[src/rtl/seq_detector_param.sv]
// rtl/seq_detector_param.sv - runtime-programmable serial pattern detector with mask and match counter
//
// Purpose:
//   Watches a qualified serial bit stream and pulses `out` for one cycle each
//   time the last PAT_W consumed bits equal the programmed pattern (bits whose
//   mask is 0 are ignored). Counts matches in a saturating counter with a
//   sticky saturation flag.
//
// Ports:
//   clk          in   1      rising-edge clock
//   reset        in   1      asynchronous active-high reset
//   in_valid     in   1      `in` is consumed only on edges where this is 1
//   in           in   1      serial data bit
//   overlap      in   1      1: history kept after a match, 0: history flushed
//   cfg_we       in   1      load cfg_pattern/cfg_mask, flush history
//   cfg_pattern  in   PAT_W  pattern; bit 0 is compared with the newest bit
//   cfg_mask     in   PAT_W  1 = compare this bit, 0 = don't care
//   cnt_clr      in   1      synchronous clear of match_count and cnt_sat
//   out          out  1      registered one-cycle match pulse
//   match_count  out  CNT_W  saturating match counter
//   cnt_sat      out  1      sticky: counter has reached all ones

module seq_detector_param #(
    parameter int              PAT_W   = 6,
    parameter logic [PAT_W-1:0] DEF_PAT = 6'b110011,
    parameter int              CNT_W   = 8
) (
    input  logic             clk,
    input  logic             reset,
    input  logic             in_valid,
    input  logic             in,
    input  logic             overlap,
    input  logic             cfg_we,
    input  logic [PAT_W-1:0] cfg_pattern,
    input  logic [PAT_W-1:0] cfg_mask,
    input  logic             cnt_clr,
    output logic             out,
    output logic [CNT_W-1:0] match_count,
    output logic             cnt_sat
);

    // Fill counter must be able to hold the value PAT_W itself.
    localparam int               FILL_W    = $clog2(PAT_W + 1);
    localparam logic [FILL_W-1:0] FILL_FULL = FILL_W'(PAT_W);

    logic [PAT_W-1:0]  r_hist;
    logic [FILL_W-1:0] r_fill;
    logic [PAT_W-1:0]  r_pattern;
    logic [PAT_W-1:0]  r_mask;
    logic              r_out;
    logic [CNT_W-1:0]  r_count;
    logic              r_sat;

    logic              w_consume;
    logic [PAT_W-1:0]  w_nh;
    logic [FILL_W-1:0] w_fill_next;
    logic              w_cmp_ok;
    logic              w_match;
    logic              w_cnt_max;
    logic [CNT_W-1:0]  w_cnt_next;

    // A configuration write takes priority and swallows any bit on that edge.
    assign w_consume   = in_valid && !cfg_we;
    assign w_nh        = {r_hist[PAT_W-2:0], in};
    assign w_fill_next = (r_fill == FILL_FULL) ? FILL_FULL : (r_fill + 1'b1);
    assign w_cmp_ok    = (((w_nh ^ r_pattern) & r_mask) == '0);

    // Warm-up gate: the fill count, not the history contents, decides whether
    // enough real bits are present, so reset zeros can never complete a match.
    assign w_match     = w_consume && (w_fill_next == FILL_FULL) && w_cmp_ok;

    assign w_cnt_max   = &r_count;
    assign w_cnt_next  = r_count + 1'b1;

    // History, fill and configuration
    always_ff @(posedge clk or posedge reset) begin
        if (reset) begin
            r_hist    <= '0;
            r_fill    <= '0;
            r_pattern <= DEF_PAT;
            r_mask    <= '1;
        end else if (cfg_we) begin
            r_pattern <= cfg_pattern;
            r_mask    <= cfg_mask;
            r_hist    <= '0;
            r_fill    <= '0;
        end else if (in_valid) begin
            if (w_match && !overlap) begin
                r_hist <= '0;
                r_fill <= '0;
            end else begin
                r_hist <= w_nh;
                r_fill <= w_fill_next;
            end
        end
    end

    // Match pulse: w_match is already 0 on idle and config edges.
    always_ff @(posedge clk or posedge reset) begin
        if (reset) begin
            r_out <= 1'b0;
        end else begin
            r_out <= w_match;
        end
    end

    // Saturating counter; clear beats a coincident match.
    always_ff @(posedge clk or posedge reset) begin
        if (reset) begin
            r_count <= '0;
            r_sat   <= 1'b0;
        end else if (cnt_clr) begin
            r_count <= '0;
            r_sat   <= 1'b0;
        end else if (w_match && !w_cnt_max) begin
            r_count <= w_cnt_next;
            if (&w_cnt_next) begin
                r_sat <= 1'b1;
            end
        end
    end

    assign out         = r_out;
    assign match_count = r_count;
    assign cnt_sat     = r_sat;

endmodule

[config.mk]
export PLATFORM = sky130hd
export DESIGN_NAME = seq_detector_param
export DESIGN_NICKNAME = d
export VERILOG_FILES = /design/src/rtl/seq_detector_param.sv
export SDC_FILE = /design/constraint.sdc
export NUM_CORES = 1
export LEC_CHECK = 0
export CORE_UTILIZATION = 57
export CTS_BUF_LIST = sky130_fd_sc_hd__clkbuf_4 sky130_fd_sc_hd__clkbuf_8
export DETAILED_ROUTE_END_ITERATION = 6
export GPL_TIMING_DRIVEN = 0
export PLACE_DENSITY = 0.92
export REMOVE_ABC_BUFFERS = 1
export SLEW_MARGIN = 20
export SYNTH_ARGS = -nofsm -noshare
export SYNTH_HDL_FRONTEND = slang
export SYNTH_SLANG_ARGS = --single-unit
[constraint.sdc]
create_clock -name clk -period 3.7 [get_ports clk]
set_input_delay 0.555 -clock clk [delete_from_list [all_inputs] [get_ports clk]]
set_output_delay 0.555 -clock clk [all_outputs]
set_load 0.01 [all_outputs]
Word level (Yosys, flattened, before mapping)
Cells that the tools add are included.

storage, ports and cells
  bits in registers = 30
  output and inout bits = 10

cells by class
  add/sub/neg operators = 2
  equal/unequal tests = 2
  muxes and demuxes = 12
  bitwise gates (word level) = 2
  reductions and logical operators = 15

operators with widths
  cell                                          count
  2-to-1 mux 8 bit                              2
  AND reduction 8 bit                           2
  2-to-1 mux 5 bit                              3
  2-to-1 mux 3 bit                              4
  adder 8 x 1 -> 8 bit (second input constant)  1
  bitwise AND 6 bit                             1
  == test 3 bit (second input constant)         2
  zero test 6 bit                               1
  nonzero test 2 bit                            3
  XOR 6 bit                                     1
  logical AND 1 bit                             5
  adder 3 x 1 -> 3 bit (second input constant)  1
  zero test 1 bit                               3
  2-to-1 mux 1 bit                              3
  AND reduction 2 bit                           1

Logic depth before layout (Yosys ltp)
Gate-level depths: netlist of run 1.

  depth after elaboration = 9
  depth in mapped cells = 8
  mapped depth without buffers = 8

Worst setup path after synthesis of run 1
No wires, ideal clock.

  kind = input to register
  start point = in in
  end point = reg r_count[4], in the netlist match_count[4]
  setup time = 0.127 ns
  arrival time = 1.933 ns
  data required time = 3.573 ns
  path slack = 1.640 ns
  stages on the path = 6
  path buffers = 0
  path through = xor2_1 -> a222oi_1 -> nand4_2 -> inv_1 -> and4_1 -> mux2_1

between the ends
  longest elaborated chain between the ends = 6

RTL lines
  item                          RTL line  source
  start: declaration            31        input logic in,
  XOR 6 bit                     66        assign w_cmp_ok = (((w_nh ^ r_pattern) & r_mask) == '0);
  bitwise AND 6 bit             66
  zero test 6 bit               66
  logical AND 1 bit             70        assign w_match = w_consume && (w_fill_next == FILL_FULL) && w_cmp_ok;
  net w_match                   58        logic w_match;
  logical AND 1 bit             115       end else if (w_match && !w_cnt_max) begin
  nonzero test 2 bit (no line)  -
  end signal: assignment        116       r_count <= w_cnt_next;
  end: declaration              51        logic [CNT_W-1:0] r_count;

The timed path passes the listed nets, and every way through them passes these cells.
A chain may end at the register's enable or synchronous reset.

Final worst setup path of run 1
  start point = in cfg_we
  end point = reg r_count[4], in the netlist match_count[4]

between the ends
  longest elaborated chain between the ends = 6

RTL lines
  item                             RTL line  source
  start: declaration               33        input logic cfg_we,
  zero test 1 bit                  63        assign w_consume = in_valid && !cfg_we;
  logical AND 1 bit                63
  logical AND 1 bit (2 in series)  70
  net w_match                      58
  logical AND 1 bit                115
  nonzero test 2 bit (no line)     -

The timed path passes the listed nets, and every way through them passes these cells.

==> flow_summary_export.csv, run 1 <==
group,metric,value,unit
placement,gp_congestion,0.8109,
synthesis,ys_ff_latch,30,
sta,min_period_over_period,73.95,%
min_path,holdPathStages,1,
worst_setup_path,crit_path_start_kind,"input port",
global_routing,antenna_found_initial,0,
synthesis,yosys_warnings,0,
synthesis,syn_area,1526,µm²
clock_network,ctsHoldBuffers,0,
sta,max_slew_margin,56.32,%
worst_setup_path,crit_chain,"clkdlybuf4s50_1, and2b_1, o211a_1, nand4_2, inv_1, and4_1, mux2_1",
floorplan,initial_core_util,61.06,%
clock_network,path_clk_slew,0.09,ns
drt,drtIter0Drc,22,
floorplan,die-width,53.75,µm
worst_setup_path,cp_num_buf_inv,2,
sta,finalClockSkew,0.005472,ns
power,vdd_drop_max,0.2787,mV
synthesis,syn_avg_cell_area,11.31,µm²
synthesis,syn_inst,135,
clock_network,clock_latency,0.33,ns
global_routing,grt_pass1_wl,4905,µm
sta,rsz0062_at_grt,"no",
drt,via_count,1184,
drt,dr.pass1.iters,4,
power,leakagePower,0.0008419,µW
cells_and_area,fin_nets,189,
min_path,hold_path_class,"reg2reg",
worst_setup_path,cp_max_fo,16,
worst_setup_path,reg2reg_from,"r_fill[0]",
drt,vias_per_cell,6.010,
clock_network,cts_buffers,5,
sta,max_clock_freq,365.5,MHz
floorplan,io_pins,29,
sta,hold_viol,0,
cells_and_area,synthToLayoutAreaGrowth,23.61,%
cells_and_area,drive_above_1_share,21.56,%
sta,whs,0.5005,ns
global_routing,grt_max_degree,31,
synthesis,synthDistinctLibCells,39,
clock_network,cts_tree,"built",
synthesis,ys_top_cells_by_area,"dfrtp_1, dfstp_2, mux2_2",
floorplan,die_y,53.75,µm
worst_setup_path,rrSetupSlack,1.35,ns
global_routing,grt.total_usage,25.27,%
min_path,min-delay-start,"cnt_sat",
worst_setup_path,slowest_delay,0.75,ns
placement,port_buffers,28,
synthesis,synth_top_area_cell,"dfrtp_1",
placement,place_hpwl,2275,µm
worst_setup_path,critPathRequiredTime,3.91,ns
global_routing,first_global_vias,1139,
clock_network,h-tree-depth,2,
drt,wirelength,3101,µm
global_routing,globalRouteOverflowTotal,0,
worst_setup_path,reg2reg_to,"match_count[4]",
worst_setup_path,worstSetupPathType,"in2reg",
clock_network,cts_root_buf,"clkbuf_4",
worst_setup_path,worst_setup_path_end_kind,"flip-flop",
cells_and_area,diodes,0,
job,maxCapViolCount,0,
cells_and_area,layout_commonest_cell,"clkdlybuf4s50_1",
cells_and_area,fillers,188,
clock_network,cts_buffer_depth,2,
synthesis,synth-edff-count,0,
drt,wl_per_cell,15.74,µm
synthesis,synth_top_area_share,32.79,%
synthesis,ys.flop_type,"dfrtp_1",
worst_setup_path,arrival,2.95,ns
sta,worst_slew_pin_slew,0.6532,ns
min_path,min_to,"cnt_sat",
placement,place_area,1827,µm²
cells_and_area,mostFrequentLayoutCells,"clkdlybuf4s50_1, dfrtp_1, mux2_2",
cells_and_area,postLayoutCellArea,1887,µm²
clock_network,postCtsSetupBuffers,0,
worst_setup_path,crit_path_top_delay_cell,"clkdlybuf4s50_1",
run_status,status,"finished, final reports clean",
floorplan,die_area,2889,µm²
sta,setup_violations,0,
floorplan,core_area,2500,µm²
clock_network,cts_resized,0,
sta,fin_setup_tns,0,ns
worst_setup_path,setup.worst_path.start,"cfg_we",
sta,final_max_slew_viol_count,0,
worst_setup_path,cp_top_family,"buffers and inverters",
worst_setup_path,r2r_cells,8,
drt,postRouteAntennaNets,0,
synthesis,async_reset_ff_share,100.0,%
floorplan,rows,18,
sta,finalWorstPathRequiredPeriod,2.736,ns
drt,drc_errors,0,
clock_network,clock-sinks,30,
synthesis,synth-seq-area-share,50.00,%
power,power_density,338.9,nW/µm²
[synthesized netlist by cell type (2+ instances only)]
cell type,n
nor3b_1,2
a32o_1,3
xor2_1,6
inv_1,8
ha_1,4
nand3_1,6
dfstp_2,10
nand4_1,5
o22ai_1,2
and3_1,2
xnor2_1,3
nor2_1,8
a21oi_1,3
and2_1,2
mux2_2,15
dfrtp_1,20
and4_1,2
nand2b_1,2
a22oi_1,2
o211a_1,2
nor2b_1,4
nand2_1,7
[layout make-up]
cell class                      instances  area [µm²]  area share, %
Inverter                                8       30.03          1.592
Clock buffer                            8       60.06          3.183
Multi-Input combinational cell         93       715.7          37.93
Timing Repair Buffer                   28       280.3          14.85
Tap cell                               30       37.54          1.989
Sequential cell                        30       763.2          40.45
[sequential cells by signal (all words and copies together), names as in the netlist]
register     cells
r_hist           5
out              1
cnt_sat          1
r_pattern        6
r_mask           6
r_fill           3
match_count      8
[power by group]
group | internal (µW) | switching [µW]
Combinational | 39.8 | 31.1
Sequential | 352 | 10.8
Clock | 97.6 | 108
Total | 489 | 150
[routing by layer]
layer	part of all wire (%)	global-route usage [%]	up-vias
li1	-	-	557
met1	40	27.47	574
met2	52	42.59	48
met3	6.1	6.497	5
met4	1.9	17.54	0
met5	0	0	-
[how the worst max path moves through the flow]
stage | end | slack [ns] | cells past startpoint
floorplan | match_count[4] | 1.64 | 6
global placement | match_count[4] | 0.68 | 7
detailed placement | match_count[4] | 0.61 | 7
CTS | match_count[4] | 0.97 | 7
global route | match_count[4] | 0.82 | 7
finish | match_count[4] | 0.96 | 7
[worst reg2reg max path, cell delays in order (launching register included)]
cell	delay, ns
dfrtp_1	0.40
inv_1	0.08
ha_1	0.31
nand2b_1	0.15
a22oi_1	0.21
nand4_2	0.28
inv_1	0.25
and4_1	0.24
mux2_1	0.32
[stage by stage]
stage                     utilization (%)  setup slack (ns)  power [µW]  cells
final                               75.48            0.9639       639.5    197
after global routing                75.48            0.8188       669.0    197
after CTS                           75.48            0.9679       645.6    197
after detailed placement            73.07            0.6141       440.9    189
after global placement              73.07            0.6782       435.1    189
after floorplan                         -             1.640       404.7    131
[kinds of logic after synthesis]
family,share of synthesized area [%]
adder cells (fa/ha/maj),3.279
multiplexers,11.80
buffers and inverters,3.114
AO/OA/AOI/OAI,9.836
XOR/XNOR,5.164
AND/OR/NAND/NOR,16.80
flip-flops,50.00
(Power assumes the default switching activity.)
==> run 2: changes to the inputs <==
--- a/config.mk
+++ b/config.mk
@@ -5,11 +5,11 @@
 export SDC_FILE = /design/constraint.sdc
 export NUM_CORES = 1
 export LEC_CHECK = 0
-export CORE_UTILIZATION = 57
+export CORE_UTILIZATION = 48
 export CTS_BUF_LIST = sky130_fd_sc_hd__clkbuf_4 sky130_fd_sc_hd__clkbuf_8
 export DETAILED_ROUTE_END_ITERATION = 6
 export GPL_TIMING_DRIVEN = 0
-export PLACE_DENSITY = 0.92
+export PLACE_DENSITY = 0.84
 export REMOVE_ABC_BUFFERS = 1
 export SLEW_MARGIN = 20
 export SYNTH_ARGS = -nofsm -noshare
==> constraint.sdc (replaced) <==
create_clock -name clk -period 2.3 [get_ports clk]
set_input_delay 0.345 -clock clk [delete_from_list [all_inputs] [get_ports clk]]
set_output_delay 0.345 -clock clk [all_outputs]
set_load 0.01 [all_outputs]
==> run 2 against run 1 <==
  * Sequential share of layout area down 1.6 points
  * Non-clock buffer count up 4
  * Critical path type is now reg2reg
  * Utilization down 11 points
  * Critical path depth up 1
  * Via count up 1.4%
  * Register-to-register slack worse by 1.2 ns
  * Global-route usage down 5.2 points
==> flow_summary_export.csv, run 2 (synthesized netlist as in run 1, its figures left out) <==
group,metric,value,unit
run_status,status,"finished, final reports clean",
drt,vias_per_cell,5.556,
floorplan,rows,20,
worst_setup_path,rrSetupSlack,0.13,ns
job,maxCapViolCount,0,
worst_setup_path,reg2reg_from,"r_fill[0]",
cells_and_area,layout_commonest_cell,"clkdlybuf4s50_1",
placement,place_hpwl,2143,µm
placement,place_area,1844,µm²
global_routing,grtUsageMet2,33.00,%
sta,setup_violations,0,
cells_and_area,largest_reg_flops,8,
clock_network,ctsHoldBuffers,0,
floorplan,core_area,3028,µm²
drt,drtIter0Drc,57,
placement,gp_congestion,0.8566,
sta,max_slew_margin,55.51,%
worst_setup_path,worstSetupPathType,"reg2reg",
worst_setup_path,reg2reg_to,"match_count[4]",
floorplan,initial_core_util,50.41,%
drt,postRouteAntennaNets,0,
global_routing,globalRouteOverflowTotal,0,
sta,finalWorstPathRequiredPeriod,2.170,ns
min_path,hold_path_class,"in2async",
clock_network,cts_tree,"built",
cells_and_area,postLayoutCellArea,1963,µm²
sta,finalClockSkew,0.006442,ns
cells_and_area,diodes,0,
sta,rsz0062_at_grt,"no",
drt,drc_errors,0,
power,power_density,532.2,nW/µm²
sta,hold_viol,0,
worst_setup_path,crit_path_start_kind,"flip-flop",
floorplan,die_area,3409,µm²
sta,fin_ws,0.1296,ns
clock_network,path_clk_slew,0.09,ns
global_routing,grt_pass1_wl,5030,µm
sta,worst_slew_pin_slew,0.6673,ns
placement,port_buffers,28,
sta,final_max_slew_viol_count,0,
global_routing,antenna_found_initial,0,
drt,wl_per_cell,14.53,µm
placement,dp_slack,-0.6111,ns
global_routing,grt_util_met1,24.49,%
worst_setup_path,critPathRequiredTime,2.52,ns
cells_and_area,synthToLayoutAreaGrowth,28.61,%
clock_network,cts_buffer_depth,2,
worst_setup_path,worst_setup_path_end_kind,"flip-flop",
worst_setup_path,r2r_cells,8,
global_routing,grtUsageMet3,6.154,%
global_routing,grt_max_degree,31,
floorplan,io_pins,29,
cells_and_area,drive_above_1_share,25.00,%
power,power,1045,µW
global_routing,first_global_vias,1135,
power,leakagePower,0.0008629,µW
clock_network,h-tree-depth,2,
sta,max_clock_freq,460.8,MHz
sta,min_period_over_period,94.36,%
floorplan,die_y,58.39,µm
clock_network,clock_latency,0.33,ns
power,vdd_drop_max,0.2906,mV
drt,wirelength,3139,µm
global_routing,grt.total_usage,20.09,%
cells_and_area,fin_util,64.83,%
global_routing,busiest_layer,"met2",
drt,dr.pass1.iters,4,
worst_setup_path,cp_max_fo,7,
clock_network,clock-sinks,30,
floorplan,die-width,58.39,µm
cells_and_area,mostFrequentLayoutCells,"clkdlybuf4s50_1, dfrtp_1, mux2_2",
cells_and_area,fin_nets,194,
drt,via_count,1200,
clock_network,cts_root_buf,"clkbuf_4",
worst_setup_path,arrival,2.39,ns
clock_network,cts_buffers,5,
## run 2: worst max-delay path, stage by stage (launching register included)
cell      delay, ns
dfrtp_1        0.41
inv_1          0.08
ha_1           0.30
nand2b_1       0.16
a22oi_2        0.24
nand4_4        0.18
inv_2          0.16
and4_1         0.21
mux2_1         0.32
## run 2: power breakdown
part	leakage [µW]	total, µW	internal, µW	switching [µW]
registers	0.000378	584	566	17.6
clock network	0.0000343	331	147	184
logic	0.000451	130	71.4	58.4
total	0.000863	1040	784	261
## run 2: timing repair
action,4_1_cts,5_1_grt
resized for setup,2,2
setup buffers,0,4
pin swaps,0,3
endpoints found under the hold margin,0,0
endpoints found under the setup margin,9,7
cloned,0,1
## run 2: metal layers
| metal | share of wire [%] | vias to the layer above |
|---|---|---|
| li1 | - | 563 |
| met1 | 45 | 587 |
| met2 | 47 | 41 |
| met3 | 6.1 | 9 |
| met4 | 2.0 | 0 |
| met5 | 0 | - |
## run 2: final cells by class
cell class | instances | area [µm²]
Clock buffer | 6 | 51.30
Fill cell | 250 | 1065
Tap cell | 44 | 55.05
Clock inverter | 2 | 12.51
Sequential cell | 30 | 763.2
Timing Repair Buffer | 32 | 309.0
Multi-Input combinational cell | 94 | 742.0
Inverter | 8 | 30.03
## run 2: how the worst max path moves through the flow
| stage | startpoint | to | slack (ns) |
|---|---|---|---|
| 4_1_cts | r_fill[0] | match_count[4] | 0.005 |
| 6_report | r_fill[0] | match_count[4] | 0.13 |
| 3_3_place_gp | cfg_we | match_count[4] | -0.51 |
| 3_5_place_dp | cfg_we | match_count[4] | -0.61 |
| 2_1_floorplan | r_fill[0] | match_count[4] | 0.29 |
| 5_1_grt | r_fill[0] | match_count[4] | 0.02 |
## run 2: per-stage QoR
| step | hold slack, ns | setup TNS [ns] | cells |
|---|---|---|---|
| 2_1_floorplan | 0.4081 | 0 | 131 |
| 3_3_place_gp | 0.4787 | -4.641 | 203 |
| 3_5_place_dp | 0.4820 | -5.824 | 203 |
| 4_1_cts | 0.5078 | 0 | 211 |
| 5_1_grt | 0.4379 | 0 | 216 |
| 6_report | 0.4014 | 0 | 216 |
